**src/rtl/uart_pkg.sv**
```systemverilog
// Shared UART definitions: FSM states, frame geometry and bit-period clamping.
// Frame length depends on UART_TX_PARITY_EN (even parity bit when defined).
package uart_pkg;

    localparam int unsigned DATA_BITS            = 8;
    localparam logic [15:0] MIN_PERIOD           = 16'd2;
    localparam int unsigned FRAME_BITS_PARITY    = 11;
    localparam int unsigned FRAME_BITS_NO_PARITY = 10;

    typedef enum logic [2:0] {
        IDLE,
        START,
        DATA,
        PARITY,
        STOP
    } uart_state_t;

    // The receiver samples at P/2-1, so P must never drop below 2.
    function automatic logic [15:0] clamp_period(input logic [15:0] baud);
        return (baud < MIN_PERIOD) ? MIN_PERIOD : baud;
    endfunction

endpackage

```
**src/rtl/uart_tx_if.sv**
```systemverilog
// Byte handshake between a producer and the UART transmitter.
interface uart_tx_if;
    import uart_pkg::*;

    logic [DATA_BITS-1:0] data_in;
    logic                 data_valid;
    logic                 data_ready;

    modport master (
        output data_in,
        output data_valid,
        input  data_ready
    );

    modport slave (
        input  data_in,
        input  data_valid,
        output data_ready
    );

endinterface

```
**src/rtl/uart_tx_baud_counter.sv**
```systemverilog
// Bit-period counter: counts 0..period-1 while enabled, flags the last cycle.
module uart_tx_baud_counter (
    input  logic        clk,
    input  logic        rst,
    input  logic        en,
    input  logic        clr,
    input  logic [15:0] period,
    output logic [15:0] count,
    output logic        tc
);

    assign tc = en && (count == period - 16'd1);

    always_ff @(posedge clk or posedge rst) begin
        if (rst) begin
            count <= '0;
        end else if (clr) begin
            count <= '0;
        end else if (en) begin
            count <= tc ? '0 : count + 16'd1;
        end
    end

endmodule

```
**src/rtl/uart_tx.sv**
```systemverilog
// UART transmitter: start bit, 8 data bits LSB first, optional even parity, stop bit.
// Define UART_TX_PARITY_EN to include the even-parity bit (11-bit frame instead of 10).
module uart_tx
    import uart_pkg::*;
(
    input  logic        clk,
    input  logic        rst,
    input  logic [15:0] baudrate,
    uart_tx_if.slave    tx,
    output logic        dataline,
    output logic        busy,
    output logic        done
);

    uart_state_t          state;
    logic [DATA_BITS-1:0] shift_reg;
    logic [2:0]           bit_idx;
    logic [15:0]          period;
    logic [15:0]          count;
    logic                 tc;
    logic                 cnt_en;
    logic                 accept;
`ifdef UART_TX_PARITY_EN
    logic                 parity_bit;
`endif

    assign accept = tx.data_valid && tx.data_ready;
    assign cnt_en = (state != IDLE);

    uart_tx_baud_counter u_baud (
        .clk    (clk),
        .rst    (rst),
        .en     (cnt_en),
        .clr    (accept),
        .period (period),
        .count  (count),
        .tc     (tc)
    );

    always_ff @(posedge clk or posedge rst) begin
        if (rst) begin
            state         <= IDLE;
            shift_reg     <= '0;
            bit_idx       <= '0;
            period        <= MIN_PERIOD;
            dataline      <= 1'b1;
            busy          <= 1'b0;
            done          <= 1'b0;
            tx.data_ready <= 1'b1;
`ifdef UART_TX_PARITY_EN
            parity_bit    <= 1'b0;
`endif
        end else begin
            done <= 1'b0;
            case (state)
                IDLE: begin
                    if (accept) begin
                        shift_reg     <= tx.data_in;
                        period        <= clamp_period(baudrate);
                        bit_idx       <= '0;
                        dataline      <= 1'b0;
                        busy          <= 1'b1;
                        tx.data_ready <= 1'b0;
                        state         <= START;
`ifdef UART_TX_PARITY_EN
                        parity_bit    <= ^tx.data_in;
`endif
                    end
                end
                START: begin
                    if (tc) begin
                        dataline <= shift_reg[0];
                        state    <= DATA;
                    end
                end
                DATA: begin
                    if (tc) begin
                        if (bit_idx == 3'(DATA_BITS - 1)) begin
`ifdef UART_TX_PARITY_EN
                            dataline <= parity_bit;
                            state    <= PARITY;
`else
                            dataline <= 1'b1;
                            state    <= STOP;
`endif
                        end else begin
                            // Next bit is presented from shift_reg[1] so the line stays registered.
                            dataline  <= shift_reg[1];
                            shift_reg <= shift_reg >> 1;
                            bit_idx   <= bit_idx + 3'd1;
                        end
                    end
                end
`ifdef UART_TX_PARITY_EN
                PARITY: begin
                    if (tc) begin
                        dataline <= 1'b1;
                        state    <= STOP;
                    end
                end
`endif
                STOP: begin
                    // Set one cycle early so the registered pulse lands on the last stop cycle.
                    if (count == period - 16'd2) begin
                        done <= 1'b1;
                    end
                    if (tc) begin
                        busy          <= 1'b0;
                        tx.data_ready <= 1'b1;
                        state         <= IDLE;
                    end
                end
                default: begin
                    dataline      <= 1'b1;
                    busy          <= 1'b0;
                    tx.data_ready <= 1'b1;
                    state         <= IDLE;
                end
            endcase
        end
    end

endmodule
```
**src/flat_wrapper.sv**
```systemverilog
// flat-port wrapper written by rule: the top's interface ports become plain ports
module uart_tx_flat import uart_pkg::*;
  (clk, rst, baudrate, dataline, busy, done, tx_data_in, tx_data_valid, tx_data_ready);
  uart_tx_if tx_i ();
  input  logic clk;
  input  logic rst;
  input  logic [15:0] baudrate;
  output logic dataline;
  output logic busy;
  output logic done;
  input wire logic [$bits(tx_i.data_in)-1:0] tx_data_in;
  input wire logic [$bits(tx_i.data_valid)-1:0] tx_data_valid;
  output wire logic [$bits(tx_i.data_ready)-1:0] tx_data_ready;
  assign tx_i.data_in = tx_data_in;
  assign tx_i.data_valid = tx_data_valid;
  assign tx_data_ready = tx_i.data_ready;
  uart_tx u_core (.clk(clk), .rst(rst), .baudrate(baudrate), .tx(tx_i), .dataline(dataline), .busy(busy), .done(done));
endmodule
```
**config.mk**
```make
export PLATFORM = sky130hd
export DESIGN_NAME = uart_tx_flat
export DESIGN_NICKNAME = d
export VERILOG_FILES = /design/src/rtl/uart_pkg.sv /design/src/rtl/uart_tx_if.sv /design/src/rtl/uart_tx_baud_counter.sv /design/src/rtl/uart_tx.sv /design/src/flat_wrapper.sv
export SDC_FILE = /design/constraint.sdc
export NUM_CORES = 1
export LEC_CHECK = 0
export BUFFER_PORTS_ARGS = -buffer_cell sky130_fd_sc_hd__buf_2
export CAP_MARGIN = 30
export CORE_ASPECT_RATIO = 1.25
export CORE_MARGIN = 2
export CORE_UTILIZATION = 49
export CTS_CLUSTER_DIAMETER = 60
export CTS_CLUSTER_SIZE = 8
export DETAILED_ROUTE_END_ITERATION = 16
export PLACE_DENSITY = 0.68
export RECOVER_POWER = 100
export SLEW_MARGIN = 20
export SYNTH_ARGS = -nofsm -noshare
export SYNTH_HDL_FRONTEND = slang
export SYNTH_SLANG_ARGS = --single-unit
```
**constraint.sdc**
```tcl
create_clock -name clk -period 6.4 [get_ports clk]
set_input_delay 0.64 -clock clk [delete_from_list [all_inputs] [get_ports clk]]
set_output_delay 0.64 -clock clk [all_outputs]
set_load 0.01 [all_outputs]
```
**Yosys cells after proc, flatten, opt, wreduce, memory -nomap -nowiden**

Index checks and enable logic that the tools add are counted.

- Word-level logic and storage cells: 70
- Bits in read-only memories: 0
- Latch bits: 0
- Register bits: 50
- Bits of input ports: 27
- Memories kept: 0
- Bits in writable memories: 0

- Add/sub/neg operators: 4
- Multiplexer cells: 30
- Div/mod/pow operators: 0
- $mul: 0
- Shifts and indexed selects: 0
- Magnitude comparators: 1
- Equal/unequal tests: 12
- Bitwise operators: 2
- Reductions and logical operators: 12

Operators with widths:

| kind | count |
|---|---|
| $mux W16 | 4 |
| $eq A16 B16 Y1 | 2 |
| $mux W3 | 8 |
| $mux W8 | 3 |
| $add A16 B1 Y16 const B | 1 |
| $lt A16 B2 Y1 const B | 1 |
| $pmux W8 S2 | 1 |
| $sub A16 B1 Y16 const B | 1 |
| $sub A16 B2 Y16 const B | 1 |
| $pmux W3 S4 | 1 |
| $mux W1 | 9 |
| $ne A2 B2 Y1 const B | 4 |
| $reduce_and A4 Y1 | 2 |
| $eq A3 B3 Y1 const B | 2 |
| $pmux W1 S3 | 2 |
| $pmux W3 S2 | 1 |
| $reduce_and A5 Y1 | 1 |
| $ne A2 B1 Y1 const B | 2 |
| $pmux W1 S4 | 1 |
| $reduce_bool A2 Y1 | 2 |
| $add A3 B1 Y3 const B | 1 |
| $eq A3 B1 Y1 const B | 1 |
| $eq A3 B2 Y1 const B | 1 |
| $logic_not A3 Y1 | 1 |
| other kinds (6) | 8 |

**Depth between registers and ports, before layout**

Gate-level depths: netlist of the first run.

- Depth in word-level cells: 6
- Mapped depth: 11
- Depth with buffers taken out: 9

**Modules after synthesis**

From an unflattened synthesis of the first run, not the netlist that was laid out.

- Cells, all modules: 454
- Area, all modules: 3731.1 um2

Modules (own cells, without submodules):

| module | cells each | instances | seq. area each (um2) | area each (um2) |
|---|---|---|---|---|
| uart_tx | 245 | 1 | 854.6 | 2068.2 |
| uart_tx_baud_counter | 209 | 1 | 400.4 | 1662.8 |

**Worst setup path before layout of the first run**

No wires, ideal clock.

- Path type: register -> register
- Start: register u_core.period[2]
- End: register u_core.state[1]
- Arrival: 2744 ps
- Stages on the path, launching flop included: 12
- Setup slack: 3520 ps
- Cells stage by stage: dfrtp_1 > inv_1 > ha_1 > nor4b_4 > xnor2_1 > nand3_1 > or4_4 > a2111o_1 > buf_6 > buf_2 > o21ai_1 > o41ai_2

- Longest elaborated chain between the ends: 5
- Elaborated cells between the ends (all ways): 7
- Those cells by class: 1 x add/sub; 4 x eq/ne; 2 x reduce/logical

RTL lines:

| what | RTL line | source |
|---|---|---|
| from (decl) | uart_tx.sv:18 | `logic [15:0] period;` |
| from (signal assigned) | uart_tx.sv:59 | `period <= clamp_period(baudrate);` |
| $sub A16 B1 Y16 * | uart_tx_baud_counter.sv:12 | `assign tc = en && (count == period - 16'd1);` |
| $eq A16 B16 Y1 * | uart_tx_baud_counter.sv:12 |  |
| $logic_and A1 B1 Y1 * | uart_tx_baud_counter.sv:12 |  |
| $ne A2 B2 Y1 (no source line) | n/a |  |
| $reduce_and A5 Y1 (no source line) * | n/a |  |
| to (signal assigned) | uart_tx.sv:42 | `state <= IDLE;` |
| to (signal assigned) | uart_tx.sv:64 | `state <= START;` |
| to (signal assigned) | uart_tx.sv:73 | `state <= DATA;` |
| to (decl) | uart_tx.sv:15 | `uart_state_t state;` |

Every way passes the cells marked *; elsewhere a longest branch is shown, timed or not.
A chain may end at the register's enable or synchronous reset.

**Final worst setup path of the first run**

- Start: register u_core.period[2]
- End: register u_core.bit_idx[0]

- Longest elaborated chain between the ends: 5

RTL lines:

| what | RTL line | source |
|---|---|---|
| $sub A16 B1 Y16 | uart_tx_baud_counter.sv:12 |  |
| $eq A16 B16 Y1 | uart_tx_baud_counter.sv:12 |  |
| $logic_and A1 B1 Y1 | uart_tx_baud_counter.sv:12 |  |
| $ne A2 B2 Y1 (no source line) | n/a |  |
| $reduce_and A4 Y1 (no source line) | n/a |  |
| to (signal assigned) | uart_tx.sv:90 | `bit_idx <= bit_idx + 3'd1;` |
| to (decl) | uart_tx.sv:17 | `logic [2:0] bit_idx;` |

Every way passes these cells.

==> metrics, run 1 <==
count of final hold-check violations 0; via count 3183; Critical Path End Type flip-flop; VDD IR-drop max 0.104 mV; # setup viols final 0; largest net degree at the start of global routing 27; antenna cells 0; port bufs 30; global-route wire length before repair about 15 mm; Placer Congestion between 0.8 and 0.9; # rows 34; Post-CTS Setup Bufs 0; synthesized instance count 422; RSZ-0062 raised after global routing no; CP Max Fanout 21; Crit Path Category reg -> reg; worst slew pin tran around 1500 ps; top cell type's share of synthesized area about a third; vias in the first global route just over 3000; WHS between 500 and 600 ps; core area 7020 um^2; Clk pin slew, worst setup/hold paths about 100 ps; final instance area approximately 3800 um^2; number of synthesized flops with an enable pin 0; synthesized flop and latch total 50; Seq/Total Area, Yosys between 30% and 40%; critical path's slowest cell nor4b_1; min Tclk post-route ~4500 ps; critical-path cell list inv_1, ha_1, nor4b_1, nand4_1, xnor2_1, or4_1, a2111o_1, clkbuf_1, and3_1, a211o_1; drt drc 0; gr ovfl total 0; post-route ant nets 0; Die ar. between 7000 and 8000 um^2; floorplan die height slightly below 100 um; Clock Latency Late Sink between 300 and 400 ps; met1 Resource Use GR about 29%; main flop type after synthesis dfrtp_1; Nets approximately 470; Cell Area, Placed around 3800 um^2; DP Cell Count just over 500; Max Clk Rate about 220 MHz; warnings from Yosys 0; clock root cell clkbuf_8; crit-path max cell delay 1120 ps; Tot Pwr between 0.5 and 0.6 mW; WP data arrival around 4700 ps; CTS tree yes; Worst slew margin under 10%; Wirelength per Cell 16.8 um; Synthesized Nets around 450; post_cts resized 0; power per cell area between 100 and 150 nW/um^2; met3 Use GR under 10%; Finished Layout Cells about 530; Mapped Area 3570 um^2; hold buffer count at CTS 0; Num CTS Buffers 5; cell family with most CP delay simple AND/OR/NAND/NOR gates; setup_tns 0 ps; die width 80.4 um; maxcap violations 0; clk sinks 50; largest area contributor in the netlist dfrtp_1; GRT busiest layer met2; met2 usage roughly two fifths; FFs w/ async S/R, synth 100%; Netlist cell types between 60 and 70; Max Clock Skew about 6.5 ps; HP Class reg -> reg; initial DRC count ~210; most common library cell in the layout ignoring fill and taps nand2_1; number of vias per cell around 6; most frequent cells in the layout 68 x nand2_1, 47 x dfrtp_1, 28 x buf_2; initial antenna violation count 0; Max Root-Sink Buffers 2; H-tree depth 2; syn_area_per_cell 8.47 um^2; share of layout cells above drive strength 1 approximately 12%; outcome complete, no violations; Initial Util approximately half; CP Buf/Inv Count 2; WP data required approximately 6600 ps; Tcrit/Tclk final between 70% and 80%; fin. max-slew vios 0; total track usage a little under a quarter; Startpoint Class flip-flop; Fillers 672; top cells by area, synth dfrtp_1 33%, nand2_1 7.1%, xnor2_1 4.7%, xor2_1 2.9%, nand4_1 2.6%; DR pass1 iterations 4; number of I/O pins 31; dpl hpwl roughly 6.4 mm; Syn-to-layout area delta 6.51%; Leak Pwr 1.66 nW; WL final 8.82 mm
==> cells in the mapped netlist (3+ instances only) <==
library cell / instances
a31oi_1: 9
o22ai_1: 9
a21oi_1: 15
nand2_1: 68
nor3_1: 10
nor3b_1: 3
a31o_1: 5
or2_2: 4
a22o_1: 3
xor2_1: 12
dfrtp_1: 47
and3_1: 8
mux2i_1: 7
nor2_1: 24
nor2b_1: 5
nand4_1: 15
nor4_1: 5
o21ai_0: 7
buf_6: 3
and2_1: 4
nand3_1: 18
ha_1: 5
a211oi_1: 6
dfstp_2: 3
o311ai_0: 5
o31ai_1: 6
xnor2_1: 19
a22oi_1: 3
clkbuf_1: 20
buf_2: 6
a21o_1: 4
o2bb2ai_1: 3
inv_1: 19
==> routing by layer <==
layer	up-vias	wire, um
met5	-	0
met3	11	257
met2	51	4600
li1	1563	-
met1	1558	3830
met4	0	139
==> cell families after synthesis <==
group / synth area share (%)
buf+inv: 6.51
fa+ha+maj: 1.75
simple gates: 26.4
flops: 35.1
xor+xnor: 7.60
compound gates: 20.7
mux: 1.96
==> path summary, 6_finish.rpt <==
path                                    startpoint                      end  slack (ps)  depth (start not counted)
hold / removal             u_core.u_baud.count[15]  u_core.u_baud.count[15]         510                          1
max in group asynchronous                      rst  u_core.u_baud.count[12]        4720                          3
hold reg to reg            u_core.u_baud.count[15]  u_core.u_baud.count[15]         510                          1
setup reg to reg                  u_core.period[2]        u_core.bit_idx[0]        1890                         10
min in group asynchronous                      rst         u_core.period[0]         810                          3
setup / recovery                  u_core.period[2]        u_core.bit_idx[0]        1890                         10
==> stage by stage <==
step / worst slack, ps / util, %
2_1_floorplan: 3520 / -
5_1_grt: 1480 / 54.2
6_report: 1890 / 54.2
4_1_cts: 2700 / 55.2
3_3_place_gp: 2850 / 52.8
3_5_place_dp: 2740 / 53.6
==> final cells by class <==
cell class / instances / area, um^2 / share of cell area (%)
clock buffers: 6 / 72.6 / 1.91
well taps: 90 / 113 / 2.96
multi-input cells: 321 / 2060 / 54.2
repair buffers: 38 / 196 / 5.16
clock inverters: 2 / 37.5 / 0.986
flip-flops and latches: 50 / 1250 / 33.0
inverters: 19 / 71.3 / 1.87
==> where the power goes <==
group | switching, mW | leakage (nW) | internal [mW]
combinational | 0.0107 | 0.991 | 0.00646
clock | 0.114 | 0.0514 | 0.117
sequential | 0 | 0.619 | 0.316
total | 0.125 | 1.66 | 0.439
Note: power is estimated with default switching activity, not from simulation.
==> run 2, diff against run 1 <==
Settings changed: PLACE_DENSITY 0.68 to 0.7.
Clock period 6.4 ns to 4.1 ns, I/O delays scaled along.
==> run 2 against run 1 <==
  * Global-route usage about the same
  * Worst setup slack worse by 1400 ps
  * Die area unchanged
  * Combinational power rose by 56%
  * Routed wire length fell by 1.6%
  * Non-clock buffer count grew 2
  * Critical path depth did not move
  * Design area hardly changed
  * Register-to-register slack worse by 1400 ps
  * Utilization rose by 0.053 points
  * Clock power increased by 30%
  * Largest cell class unchanged
  * Highest routed layer unchanged
==> metrics, run 2 (synthesized netlist as in run 1, its figures left out) <==
most common library cell in the layout ignoring fill and taps nand2_1; min Tclk post-route ~3600 ps; WHS approximately 200 ps; dpl hpwl 6.49 mm; Post-Place Worst Slack approximately 540 ps; DR pass1 iterations 5; Initial Util between 50% and 60%; setup_tns 0 ps; Die ar. roughly 8000 um^2; Max Root-Sink Buffers 2; gr ovfl total 0; total track usage 23.4%; Fillers 672; initial DRC count between 150 and 200; Worst slew margin 35.5%; drt drc 0; global-route wire length before repair approximately 15 mm; post_cts resized 0; final core occ a little over half; VDD IR-drop max roughly 0.16 mV; Post-CTS Setup Bufs 0; most frequent cells in the layout 68 x nand2_1, 47 x dfrtp_1, 28 x buf_2; antenna cells 0; post-route ant nets 0; core area approximately 7000 um^2; start point of the critical path u_core.period[2]; worst slew pin tran 968 ps; Crit Path Category reg -> reg; share of layout cells above drive strength 1 13.0%; # rows 34; crit-path max cell delay 540 ps; WL final slightly below 9 mm; outcome complete, no violations; H-tree depth 2; final setup margin a little under 500 ps; maxcap violations 0; initial antenna violation count 0; reg2reg path depth 10; port bufs 30; critical path's slowest cell nor4b_4; Clk pin slew, worst setup/hold paths ~90 ps; die width 80.4 um; sw power 0.181 mW; number of vias per cell approximately 6; power per cell area approximately 220 nW/um^2; # setup viols final 0; Num CTS Buffers 5; CP Max Fanout 11; HP Class in -> async; Syn-to-layout area delta 6.62%; reg-to-reg setup timing slack ~490 ps; Tcrit/Tclk final approximately 90%; Int Pwr about 0.64 mW; Startpoint Class flip-flop; hold buffer count at CTS 0; fin. max-slew vios 0; Leak Pwr 1.66 nW; WP data required 4300 ps; Critical Path End Type flip-flop; Max Clock Skew about 6.3 ps; number of I/O pins 31; CTS tree yes; clk sinks 50; count of final hold-check violations 0; sequential share of power 60.1%; via count between 3000 and 4000; Nets around 470; Comb pwr share about 3.3%; Clock Latency Late Sink a little over 300 ps; Placer Congestion roughly 0.91; RSZ-0062 raised after global routing no; critical-path cell list inv_1, ha_1, nor4b_4, xnor2_1, nand3_1, or4_1, a2111oi_2, clkbuf_1, nor2_1, a22o_1; Sw Ratio between 20% and 30%; Critical R2R Launch u_core.period[2]; largest net degree at the start of global routing 23; WP data arrival approximately 3800 ps; vias in the first global route 3155; floorplan die height 99.5 um; clock root cell clkbuf_8; Max Clk Rate around 280 MHz; Wirelength per Cell between 15 and 20 um; Clock power frac 36.7%
-- run 2: cell type report --
type / count / area (um^2) / share of cell area, %
Clock buffer: 7 / 86.3 / 2.27
Clock inverter: 1 / 5.00 / 0.131
Inverter: 19 / 71.3 / 1.87
Multi-Input combinational cell: 321 / 2080 / 54.5
Sequential cell: 50 / 1250 / 32.9
Tap cell: 90 / 113 / 2.95
Timing Repair Buffer: 40 / 204 / 5.35
-- run 2: path summary, 6_finish.rpt --
check | to
min | u_core.busy
min in group clk | u_core.period[5]
min reg2reg | u_core.period[15]
max reg2reg | u_core.u_baud.count[5]
max in group asynchronous | u_core.done
max | u_core.u_baud.count[5]
-- run 2: metrics by stage --
stage          cells  cell area [um^2]  total power [mW]
2_1_floorplan    422              3570             0.511
3_3_place_gp     518              3740             0.529
3_5_place_dp     520              3790             0.536
4_1_cts          528              3880             0.835
5_1_grt          528              3810             0.849
6_report         528              3810             0.820
-- run 2: critical path, delay by kind of cell (launching register included) --
family	cells	cell delay, ps
and+or+nand+nor	4	1420
buffers and inverters	2	620
AOI/OAI and AO/OA	2	570
DFF	1	460
adders and majority gates	1	250
xor gates and xnor gates	1	180
-- run 2: power by group through the flow --
stage | sequential [mW] | combinational (mW) | clock, mW
6_report | 0.493 | 0.0269 | 0.301
2_1_floorplan | 0.503 | 0.00851 | 0
4_1_cts | 0.493 | 0.0335 | 0.309
3_3_place_gp | 0.503 | 0.0267 | 0
3_5_place_dp | 0.502 | 0.0334 | 0
5_1_grt | 0.493 | 0.0309 | 0.325
-- run 2: routing by layer --
layer	GRT usage, %	vias up	routed length, um
li1	-	1557	-
met2	40.6	81	4500
met1	28.9	1562	3630
met4	9.39	0	223
met5	0	-	0
met3	3.27	12	317
==> run 3, diff against run 2 <==
Settings changed: PLACE_DENSITY 0.7 to 0.68.
Clock period 4.1 ns to 3.6 ns, I/O delays scaled along.
==> run 3 against run 2 <==
  * The run now ends with max-capacitance violations, max-slew violations left
  * Critical endpoint is now u_core.bit_idx[0]
  * Flip-flop and latch count unchanged
  * Highest routed layer unchanged
  * Routed wire length down 0.78%
  * Critical path depth is the same
  * Global-route usage up 0.12 points
  * Largest cell class unchanged
==> metrics, run 3 (synthesized netlist as in run 1, its figures left out) <==
outcome finished with violations; failing checks max-capacitance violations, max-slew violations; CTS tree yes; Worst slew margin -78.2%; reg-to-reg setup timing slack a little over 400 ps; post-route ant nets 0; gr ovfl total 0; number of I/O pins 31; power per cell area around 240 nW/um^2; CP Buf/Inv Count 2; share of layout cells above drive strength 1 between 10 and 15%; Post-CTS Setup Bufs 0; sequential share of power about three fifths; clock root cell clkbuf_8; Placer Congestion just over 0.9; floorplan die height 99.5 um; Startpoint Class flip-flop; dpl hpwl 6.29 mm; setup_tns 0 ps; WHS 260 ps; Comb pwr share about 3.2%; DP Cell Count between 500 and 600; Leak Pwr roughly 1.7 nW; antenna cells 0; Die ar. approximately 8000 um^2; initial antenna violation count 0; # setup viols final 0; Tcrit/Tclk final between 80% and 90%; hold path startpoint baudrate[11]; Initial Util around half; Critical Path End Type flip-flop; drt drc 0; Finished Layout Cells approximately 530; total track usage 23.5%; die width between 80 and 90 um; Num CTS Buffers 5; initial DRC count 140; Max Clk Rate roughly 310 MHz; worst slew pin tran 2670 ps; WP data arrival 3440 ps; # rows 34; CP Max Fanout 13; WP data required around 3900 ps; FF-to-FF End u_core.bit_idx[0]; largest net degree at the start of global routing 51; RSZ-0062 raised after global routing no; Wirelength per Cell between 15 and 20 um; port bufs 30; H-tree depth 2; Max Root-Sink Buffers 2; most common library cell in the layout ignoring fill and taps nand2_1; Crit Path Category reg -> reg; vias in the first global route roughly 3200; Critical R2R Launch u_core.period[2]; critical path's slowest cell or4_1; Syn-to-layout area delta 6.79%; clk sinks 50; Sw Ratio between 20 and 25%; core area 7020 um^2; post_cts resized 0; Clock Latency Late Sink a little over 300 ps; most frequent cells in the layout 68 x nand2_1, 47 x dfrtp_1, 28 x buf_2; cell family with most CP delay simple AND/OR/NAND/NOR gates; min Tclk post-route around 3200 ps; maxcap violations 1; global-route wire length before repair approximately 15 mm; crit-path max cell delay between 500 and 600 ps; Int Pwr 0.728 mW; fin. max-slew vios just over 50; Clock power frac a little over a third; final core occ a little over half; DR pass1 iterations 4; hold-critical path depth 3; hold buffer count at CTS 0; reg2reg path depth 10; Clk pin slew, worst setup/hold paths roughly 90 ps; via count roughly 3200; critical-path cell list inv_1, ha_1, nor4b_4, xnor2_1, nand3_1, or4_1, a2111o_1, buf_4, a2111oi_0, a211o_1; VDD IR-drop max around 0.2 mV; Max Clock Skew a little under 10 ps; sw power approximately 0.20 mW; number of vias per cell approximately 6.1; count of final hold-check violations 0; hold-critical path endpoint u_core.period[11]; WL final ~8.6 mm; Levels on crit path 10; Nets 470; HP Class in -> reg
run 3: cell count changes in the layout (fill, tap and decap cells not counted), sizes merged:
cell / previous run / this run
clkbuf: 14 / 11
buf: 33 / 37
run 3: metrics by stage:
step	cell area, um^2	total power [mW]	setup WS, ps
after floorplan	3570	0.582	720
after global placement	3760	0.604	543
after detailed placement	3760	0.604	483
after CTS	3850	0.943	461
after global routing	3820	0.966	135
final	3820	0.932	411
run 3: routing by layer:
layer,wire (um),GRT usage (%),vias to the layer above
met3,301,2.81,23
met4,302,12.8,0
met2,4430,39.8,77
li1,-,-,1561
met5,0,0,-
met1,3580,28.8,1548
run 3: worst register-to-register path: cells and delay by family, from the launching register on:
kind / cells / cell delay, ps
XOR/XNOR: 1 / 160
flip-flops: 1 / 460
buffers and inverters: 2 / 310
AO/OA/AOI/OAI: 3 / 940
AND/OR/NAND/NOR: 3 / 990
adder cells (fa/ha/maj): 1 / 280
run 3: final cells by class:
type / count / area (um^2)
Tap cell: 90 / 113
Timing Repair Buffer: 41 / 223
Clock buffer: 7 / 86.3
Fill cell: 702 / 3200
Clock inverter: 1 / 5.00
Sequential cell: 50 / 1250
Inverter: 19 / 71.3
Multi-Input combinational cell: 321 / 2060
run 3: how the worst max path moves through the flow:
stage	from	endpoint	slack [ps]
2_1_floorplan	u_core.period[2]	u_core.state[1]	720
3_3_place_gp	u_core.period[2]	u_core.shift_reg[4]	540
3_5_place_dp	u_core.period[2]	u_core.shift_reg[5]	480
4_1_cts	u_core.period[2]	u_core.shift_reg[5]	460
5_1_grt	u_core.period[2]	u_core.bit_idx[0]	130
6_report	u_core.period[2]	u_core.bit_idx[0]	410
run 3: power groups by stage:
stage / Combinational, mW / Clock, mW / Sequential [mW]
2_1_floorplan: 0.00970 / 0 / 0.572
3_3_place_gp: 0.0312 / 0 / 0.572
3_5_place_dp: 0.0314 / 0 / 0.572
4_1_cts: 0.0316 / 0.351 / 0.561
5_1_grt: 0.0340 / 0.371 / 0.561
6_report: 0.0296 / 0.341 / 0.561
